===== src/rtl/avg_accum.sv =====
// avg_accum: streaming block averager; sums 2^LOG2_N samples taken over a
// valid/ready handshake and presents sum and (sum >> sa), optionally rounded.
// Ports: clk, rst (sync, active-high)
//        in_data/in_valid/in_ready : sample stream
//        sa, rnd : shift amount and round enable, latched with the first sample
//        clr : abort a partial block
//        avg/sum/out_valid/out_ready : registered result with backpressure
module avg_accum #(
    parameter int DATAWIDTH = 16,
    parameter int LOG2_N    = 3,
    localparam int ACCW     = DATAWIDTH + LOG2_N
) (
    input  logic                 clk,
    input  logic                 rst,
    input  logic [DATAWIDTH-1:0] in_data,
    input  logic                 in_valid,
    output logic                 in_ready,
    input  logic [7:0]           sa,
    input  logic                 rnd,
    input  logic                 clr,
    output logic [DATAWIDTH-1:0] avg,
    output logic [ACCW-1:0]      sum,
    output logic                 out_valid,
    input  logic                 out_ready
);

    localparam int PW = ACCW + 1;
    localparam int CW = LOG2_N + 1;
    localparam logic [CW-1:0] LAST = CW'((1 << LOG2_N) - 1);

    typedef enum logic [1:0] {
        IDLE,
        ACCUM,
        DONE
    } state_t;

    state_t                state_q, state_d;
    logic [ACCW-1:0]       acc_q, acc_d;
    logic [CW-1:0]         cnt_q, cnt_d;
    logic [7:0]            sa_q, sa_d;
    logic                  rnd_q, rnd_d;
    logic [DATAWIDTH-1:0]  avg_q, avg_d;
    logic [ACCW-1:0]       sum_q, sum_d;
    logic                  in_ready_q;

    logic                  accept;
    logic [ACCW-1:0]       acc_nx;
    logic [PW-1:0]         half;
    logic [PW-1:0]         p;
    logic [PW-1:0]         r;

    assign accept    = in_valid && in_ready_q;
    assign in_ready  = in_ready_q;
    assign out_valid = (state_q == DONE);
    assign avg       = avg_q;
    assign sum       = sum_q;

    // Result datapath works on the sum including the sample being accepted,
    // so the registered result is ready the cycle after the N-th accept.
    always_comb begin
        acc_nx = acc_q + ACCW'(in_data);
        half   = '0;
        if (rnd_q && (sa_q != 8'd0) && (32'(sa_q) <= ACCW)) begin
            half = PW'(1) << (sa_q - 8'd1);
        end
        p = {1'b0, acc_nx} + half;
        if (32'(sa_q) > ACCW) begin
            r = '0;
        end else begin
            r = p >> sa_q;
        end
    end

    always_comb begin
        state_d = state_q;
        acc_d   = acc_q;
        cnt_d   = cnt_q;
        sa_d    = sa_q;
        rnd_d   = rnd_q;
        avg_d   = avg_q;
        sum_d   = sum_q;
        unique case (state_q)
            IDLE: begin
                if (clr) begin
                    acc_d = '0;
                    cnt_d = '0;
                end else if (accept) begin
                    acc_d   = ACCW'(in_data);
                    cnt_d   = CW'(1);
                    sa_d    = sa;
                    rnd_d   = rnd;
                    state_d = ACCUM;
                end
            end
            ACCUM: begin
                if (clr) begin
                    acc_d   = '0;
                    cnt_d   = '0;
                    state_d = IDLE;
                end else if (accept) begin
                    acc_d = acc_nx;
                    cnt_d = cnt_q + CW'(1);
                    if (cnt_q == LAST) begin
                        avg_d   = r[DATAWIDTH-1:0];
                        sum_d   = acc_nx;
                        state_d = DONE;
                    end
                end
            end
            DONE: begin
                // clr is deliberately ignored here: a finished result is kept
                if (out_ready) begin
                    acc_d   = '0;
                    cnt_d   = '0;
                    state_d = IDLE;
                end
            end
            default: begin
                state_d = IDLE;
            end
        endcase
    end

    always_ff @(posedge clk) begin
        if (rst) begin
            state_q    <= IDLE;
            acc_q      <= '0;
            cnt_q      <= '0;
            sa_q       <= '0;
            rnd_q      <= 1'b0;
            avg_q      <= '0;
            sum_q      <= '0;
            in_ready_q <= 1'b0;
        end else begin
            state_q    <= state_d;
            acc_q      <= acc_d;
            cnt_q      <= cnt_d;
            sa_q       <= sa_d;
            rnd_q      <= rnd_d;
            avg_q      <= avg_d;
            sum_q      <= sum_d;
            in_ready_q <= (state_d != DONE);
        end
    end

endmodule


===== config.mk =====
export PLATFORM = sky130hd
export DESIGN_NAME = avg_accum
export DESIGN_NICKNAME = d
export VERILOG_FILES = /design/src/rtl/avg_accum.sv
export SDC_FILE = /design/constraint.sdc
export NUM_CORES = 1
export LEC_CHECK = 0
export CORE_UTILIZATION = 30
export DETAILED_ROUTE_END_ITERATION = 10
export GPL_ROUTABILITY_DRIVEN = 0
export HOLD_SLACK_MARGIN = 0.12
export SYNTH_ARGS = -nofsm -noshare
export SYNTH_HDL_FRONTEND = slang
export SYNTH_SLANG_ARGS = --single-unit

===== constraint.sdc =====
create_clock -name clk -period 6.6 [get_ports clk]
set_input_delay 1.32 -clock clk [delete_from_list [all_inputs] [get_ports clk]]
set_output_delay 1.32 -clock clk [all_outputs]
set_load 0.05 [all_outputs]

==> results of run 1 <==
==> worst reg2reg max path, delay by kind of cell, from the launching register on <==
kind	cells	cell delay [ps]
flip-flops	1	740
AO/OA/AOI/OAI	8	1900
XOR/XNOR	1	360
buffers and inverters	2	410
adder cells (fa/ha/maj)	2	650
AND/OR/NAND/NOR	5	1210
==> state kept, by name, summed over array words and instances (netlist names) <==
register,cells
acc_q,19
sum,19
avg,16
sa_q,8
cnt_q,4
state_q,2
in_ready,1
rnd_q,1
==> cell families (layout without fill, tap and decap cells) <==
kind of cell / Yosys count / in the layout / share of synthesized area (%)
AND/OR/NAND/NOR: 345 / 345 / 26.7
AO/OA/AOI/OAI: 261 / 261 / 30.4
flip-flops: 70 / 70 / 22.8
buffers and inverters: 69 / 117 / 4.78
adder cells (fa/ha/maj): 44 / 44 / 9.20
XOR/XNOR: 29 / 29 / 4.13
multiplexers: 11 / 11 / 2.01
==> metal layers <==
metal | up-vias | track usage [%] | part of all wire, %
met5 | - | 0 | 0
met4 | 0 | 6.74 | 2.2
met3 | 27 | 2.52 | 4.6
met2 | 190 | 29.6 | 46
met1 | 3067 | 25.6 | 47
li1 | 3162 | - | -
==> report_power, final <==
group          total, mW  switching (mW)  internal (mW)  leakage [nW]
Sequential         0.445          0.0103          0.434         0.568
Clock              0.506           0.193          0.312         0.144
Combinational      0.486           0.296          0.190          2.24
==> per-stage QoR <==
stage                     util (%)  area, um2
final                         36.4       7350
after global routing          36.4       7350
after CTS                     36.4       7350
after detailed placement      34.9       7040
after global placement        34.9       7040
after floorplan                  -       6150
==> area by class of cell <==
| type | instances | area, um2 |
|---|---|---|
| Fill cell | 2214 | 12800 |
| Sequential cell | 70 | 1400 |
| Multi-Input combinational cell | 690 | 4450 |
| Clock inverter | 5 | 57.6 |
| Clock buffer | 11 | 253 |
| Inverter | 20 | 75.1 |
| Tap cell | 270 | 338 |
| Timing Repair Buffer | 81 | 768 |
==> cell usage in the layout, fill, tap and decap left out, types with 7 or more instances in the layout <==
cell type        instances
or2_2                    8
mux2i_1                  9
o211ai_1                 8
a21o_1                  17
nor2_1                 102
dfxtp_1                 70
clkdlybuf4s50_1         65
nand2_1                100
xnor2_1                 17
and2_1                   9
a221oi_1                17
a211oi_1                12
clkbuf_16                9
o21ai_0                 35
xor2_1                  12
and3_1                  14
or3_1                    9
ha_1                    42
o21a_1                   7
buf_4                   15
nand3_1                 20
nor3_1                  42
a21oi_1                 65
inv_1                   18
a22oi_1                  9
==> worst max-delay path by stage <==
stage	startpoint	slack [ps]	end
6_report	in_data[4]	510	avg[3]$_SDFFE_PP0P_
5_1_grt	in_data[4]	190	avg[3]$_SDFFE_PP0P_
4_1_cts	in_data[0]	600	avg[6]$_SDFFE_PP0P_
3_5_place_dp	in_data[4]	280	avg[7]$_SDFFE_PP0P_
3_3_place_gp	in_data[4]	280	avg[7]$_SDFFE_PP0P_
2_1_floorplan	in_data[0]	1090	avg[6]$_SDFFE_PP0P_
==> metrics.csv, run 1 <==
metric,value,unit
outcome,finished clean,
synth cell count leaders,"nor2_1, nand2_1, dfxtp_1",
Hold Path Origin,sum[3]$_SDFFE_PP0P_,
TritonCTS buffer count,9,
Post-Syn Instances,829,
io pins,67,
Crit path top cell by count,ha_1,
largest area contributor in the netlist,dfxtp_1,
most frequent cell after synthesis,nor2_1,
Final WS setup,512,ps
Crit Path Max Fanout,7,
Worst Setup End Kind,flop,
Max Root-Sink Buffers,2,
Yosys reg bits,70,
leakage,2.95,nW
CTS Hold Bufs,0,
FP Rows,52,
clk_lat worst skew,340,ps
Worst EP required,6830,ps
Clock Skew,6.59,ps
Main synth FF type,dfxtp_1,
final hold slack,458,ps
number of global-route vias before repair,5898,
Crit Path Category,in -> reg,
Syn Nets,903,
Synth warnings,0,
sequential-to-total area share from yosys stat,22.8,%
grt ovf,0,
DR pass1 iterations,5,
CTS tree,built,
Overall Power,1.44,mW
top-area cell type share of the netlist area,22.8,%
drt drc,0,
type of origin of the critical path,input port,
first-pass GRT wire length,31800,um
worst slack at placement,277,ps
Post-Syn Area,6150,um2
drt total wl,19600,um
critical path depth,19,
Synth area leaders,"dfxtp_1, ha_1, nor2_1",
total inserted antenna cells,0,
FF-to-FF path depth,18,
1st-iter DRT viols,505,
min Tclk post-route,6090,ps
Die ar.,21100,um2
slowest CP cell,or4_1,
Fmax,164,MHz
Area Overhead vs Synth,19.5,%
Final ANT Viol Nets,0,
depth of the CTS H-tree,3,
initial antenna violation count,0,
Placed Cells,1131,
hold depth,2,
"Buf+Inv Stages, Crit Path",1,
layout cell share with drive strength beyond 1,7.75,%
clock slew at reported path FFs,60,ps
Final Hold Fails,0,
"CP delay by family, top",compound AO/OA/AOI/OAI gates,
# clock sinks,70,
CP arrival,6310,ps
CTS root buf,clkbuf_16,
R2R Path Start,sa_q[4]$_SDFFE_PP0P_,
Post-synth EDFFs,0,
post-CTS setup buffers,0,
RR Endpoint,avg[8]$_SDFFE_PP0P_,
Starting Density,30.5,%
syn avg cell area,7.42,um2
Die Y,145,um
RSZ-0062 raised after global routing,no,
largest net degree at the start of global routing,53,
"Setup violations, final",0,
wire per inst,17.1,um
Reg2Reg Setup Slack,1270,ps
relative slew slack,26.2,%
GRT Util Overall,18.7,%
Worst VDD drop,0.153,mV
maxcap violations,0,
Worst Hold Class,reg -> reg,
vias per cell,5.62,
Core ar.,20200,um2
"Distinct cells, synth",88,
post_cts resized,0,
Crit path largest cell delay,490,ps
IO buf count,66,
Post-DP HPWL,14800,um
Worst Hold End,sum[3]$_SDFFE_PP0P_,
cells along the critical path,clkdlybuf4s50_1 > ha_1 > and3_1 > a221o_1 > nand2b_1 > a311oi_2 > o211ai_1 > a21oi_1 > xnor2_1 > ha_1 > a2111oi_0 > o21ai_0 > or4_1 > nand4_1 > mux2i_1 > o221a_2 > a22o_1 > a41oi_1 > o21ai_1,
# nets final,946,
vias,6446,
"FFs w/ async S/R, synth",0,%
setup total negative slack,0,ps
Slew @ Worst Pin,1100,ps
Final Max Slew Viols,0,
DIE WIDTH,145,um
final std cells w/o fill,1147,
PD cells,196,nW/um2
period utilisation layout,92.2,%
Power figures use the tool's default switching activity.
==> inputs of run 2 (changes only) <==
--- a/config.mk
+++ b/config.mk
@@ -6,6 +6,7 @@
 export NUM_CORES = 1
 export LEC_CHECK = 0
 export CORE_UTILIZATION = 30
+export CTS_CLUSTER_DIAMETER = 100
 export DETAILED_ROUTE_END_ITERATION = 10
 export GPL_ROUTABILITY_DRIVEN = 0
 export HOLD_SLACK_MARGIN = 0.12
==> constraint.sdc (replaced) <==
create_clock -name clk -period 5.2 [get_ports clk]
set_input_delay 1.04 -clock clk [delete_from_list [all_inputs] [get_ports clk]]
set_output_delay 1.04 -clock clk [all_outputs]
set_load 0.05 [all_outputs]
==> metrics.csv, run 2 (synthesized netlist as in run 1, its figures left out) <==
metric,value,unit,change
Crit Path Category,in -> reg,,unchanged
Reg2Reg Setup Slack,400,ps,was 1270 ps
drt drc,0,,unchanged
"Setup violations, final",0,,unchanged
Slew @ Worst Pin,1030,ps,was 1100 ps
Final ANT Viol Nets,0,,unchanged
io pins,67,,unchanged
"Buf+Inv Stages, Crit Path",2,,was 1
maxcap violations,0,,unchanged
1st-iter DRT viols,521,,was 505
number of global-route vias before repair,6448,,"was 5,898"
Post-DP HPWL,15700,um,"was 14,800 um"
leakage,3.61,nW,was 2.95 nW
Final Max Slew Viols,0,,unchanged
Core ar.,20200,um2,unchanged
initial antenna violation count,0,,unchanged
cells along the critical path,clkdlybuf4s50_1 > ha_4 > o21ai_2 > a21boi_2 > nand3_1 > o211ai_1 > buf_4 > nand2_1 > xnor2_2 > ha_4 > a2111oi_4 > o21ai_2 > or4_1 > nand4_1 > mux2i_1 > o221a_2 > a22o_1 > a41oi_1 > o21ai_1,,was clkdlybuf4s50_1 > ha_1 > and3_1 > a221o_1 > nand2b_1 > a311oi_2 > o211ai_1 > a21oi_1 > xnor2_1 > ha_1 > a2111oi_0 > o21ai_0 > or4_1 > nand4_1 > mux2i_1 > o221a_2 > a22o_1 > a41oi_1 > o21ai_1
Final Hold Fails,0,,unchanged
type of origin of the critical path,input port,,unchanged
DR pass1 iterations,5,,unchanged
Die Y,145,um,unchanged
largest net degree at the start of global routing,52,,was 53
vias per cell,5.42,,was 5.62
min Tclk post-route,5030,ps,
DIE WIDTH,145,um,unchanged
# nets final,1066,,was 946
Util after Layout,42.0,%,was 36.4%
Starting Density,30.5,%,unchanged
relative slew slack,31.1,%,was 26.2%
FP Rows,52,,unchanged
depth of the CTS H-tree,3,,unchanged
Max Root-Sink Buffers,2,,unchanged
wire per inst,16.1,um,was 17.1 um
FF-to-FF path depth,19,,was 18
Layout fillers,2100,,"was 2,214"
outcome,finished clean,,unchanged
clk_lat worst skew,340,ps,about the same
"CP delay by family, top",compound AO/OA/AOI/OAI gates,,unchanged
Area Overhead vs Synth,37.9,%,was 19.5%
CTS tree,built,,unchanged
# clock sinks,70,,unchanged
PD cells,237,nW/um2,was 196 nW/um2
slowest CP cell,or4_1,,unchanged
Worst VDD drop,0.156,mV,was 0.153 mV
critical path depth,19,,unchanged
total inserted antenna cells,0,,unchanged
drt total wl,20400,um,"was 19,600 um"
setup total negative slack,0,ps,unchanged
layout cell share with drive strength beyond 1,21.8,%,was 7.75%
CTS root buf,clkbuf_16,,unchanged
Crit Path Max Fanout,5,,was 7
"commonest non-fill, non-tap cell in the layout",buf_4,,was nor2_1
Fmax,199,MHz,
clock slew at reported path FFs,60,ps,about the same
grt ovf,0,,unchanged
Worst EP required,5430,ps,was 6830 ps
IO buf count,66,,unchanged
most frequent cells in the layout,"buf_4, nor2_1, nand2_1",,"was nor2_1, nand2_1, dfxtp_1"
GRT Util Overall,19.3,%,was 18.7%
Worst Hold Class,reg -> reg,,unchanged
Worst Setup End Kind,flop,,unchanged
period utilisation layout,96.8,%,
first-pass GRT wire length,33000,um,"was 31,800 um"
hold depth,2,,unchanged
TritonCTS buffer count,9,,unchanged
CP arrival,5260,ps,was 6310 ps
Crit path largest cell delay,480,ps,was 490 ps
Clock Skew,6.07,ps,was 6.59 ps
vias,6873,,"was 6,446"
Die ar.,21100,um2,unchanged
[run 2: changes by cell type in the layout (fill, tap and decap cells not counted), moves of 3 or more]
| cell | delta |
|---|---|
| a21oi_1 | -5 |
| dlymetal6s2s_1 | +5 |
| ha_4 | +7 |
| buf_4 | +119 |
| o21ai_1 | +3 |
| clkdlybuf4s50_1 | -6 |
| ha_1 | -9 |
| a21oi_2 | +5 |
| o21ai_2 | +3 |
| o21ai_0 | -6 |
[run 2: cell type report]
type                       instances  area [um2]  area share, %
sequential                        70        1400           16.5
inverter                          20        75.1          0.886
multi-input combinational        690        4680           55.2
clock buffer                      10         239           2.82
timing repair buffer             201        1680           19.8
clock inverter                     6        61.3          0.723
tap                              270         338           3.99
[run 2: routing by layer]
layer | wire length [um] | vias up | GRT usage, %
li1 | - | 3416 | -
met1 | 9430 | 3217 | 25.5
met2 | 9550 | 205 | 31.2
met3 | 965 | 35 | 3.27
met4 | 478 | 0 | 7.21
met5 | 0 | - | 0
[run 2: stage by stage]
stage | instance area (um2) | setup WS, ps | hold WS, ps | total power, mW | instances
after global routing | 8480 | -0.481 | 473 | 2.12 | 1267
final | 8480 | 167 | 455 | 2.01 | 1267
after floorplan | 6150 | 16.2 | 432 | 1.02 | 829
after CTS | 8300 | 5.40 | 457 | 1.98 | 1264
after global placement | 7900 | -630 | 447 | 1.33 | 1246
after detailed placement | 7900 | -659 | 446 | 1.33 | 1246
[run 2: repair_timing]
action | in CTS | in global routing
resized for setup | 18 | 33
pin swaps | 15 | 31
setup endpoints to repair | 16 | 16
buffers inserted | 2 | 3
hold endpoints to repair | 0 | 0
hold buffers | 0 | 0
[run 2: path summary, 6_finish.rpt]
| path | start | to |
|---|---|---|
| worst max-delay path | in_data[5] | avg[3]$_SDFFE_PP0P_ |
| worst min-delay path | avg[15]$_SDFFE_PP0P_ | avg[15]$_SDFFE_PP0P_ |
| worst max register to register | sa_q[0]$_SDFFE_PP0P_ | avg[6]$_SDFFE_PP0P_ |
| worst min register to register | avg[15]$_SDFFE_PP0P_ | avg[15]$_SDFFE_PP0P_ |
[run 2: report_power, final]
part | total (mW) | internal (mW) | switching (mW)
Clock | 0.627 | 0.382 | 0.244
Sequential | 0.565 | 0.551 | 0.0134
Combinational | 0.817 | 0.391 | 0.426
[run 2: worst min-delay path: stages, from the launching register on]
cell,delay [ps]
dfxtp_1,330
nand2_1,40
o21ai_0,50
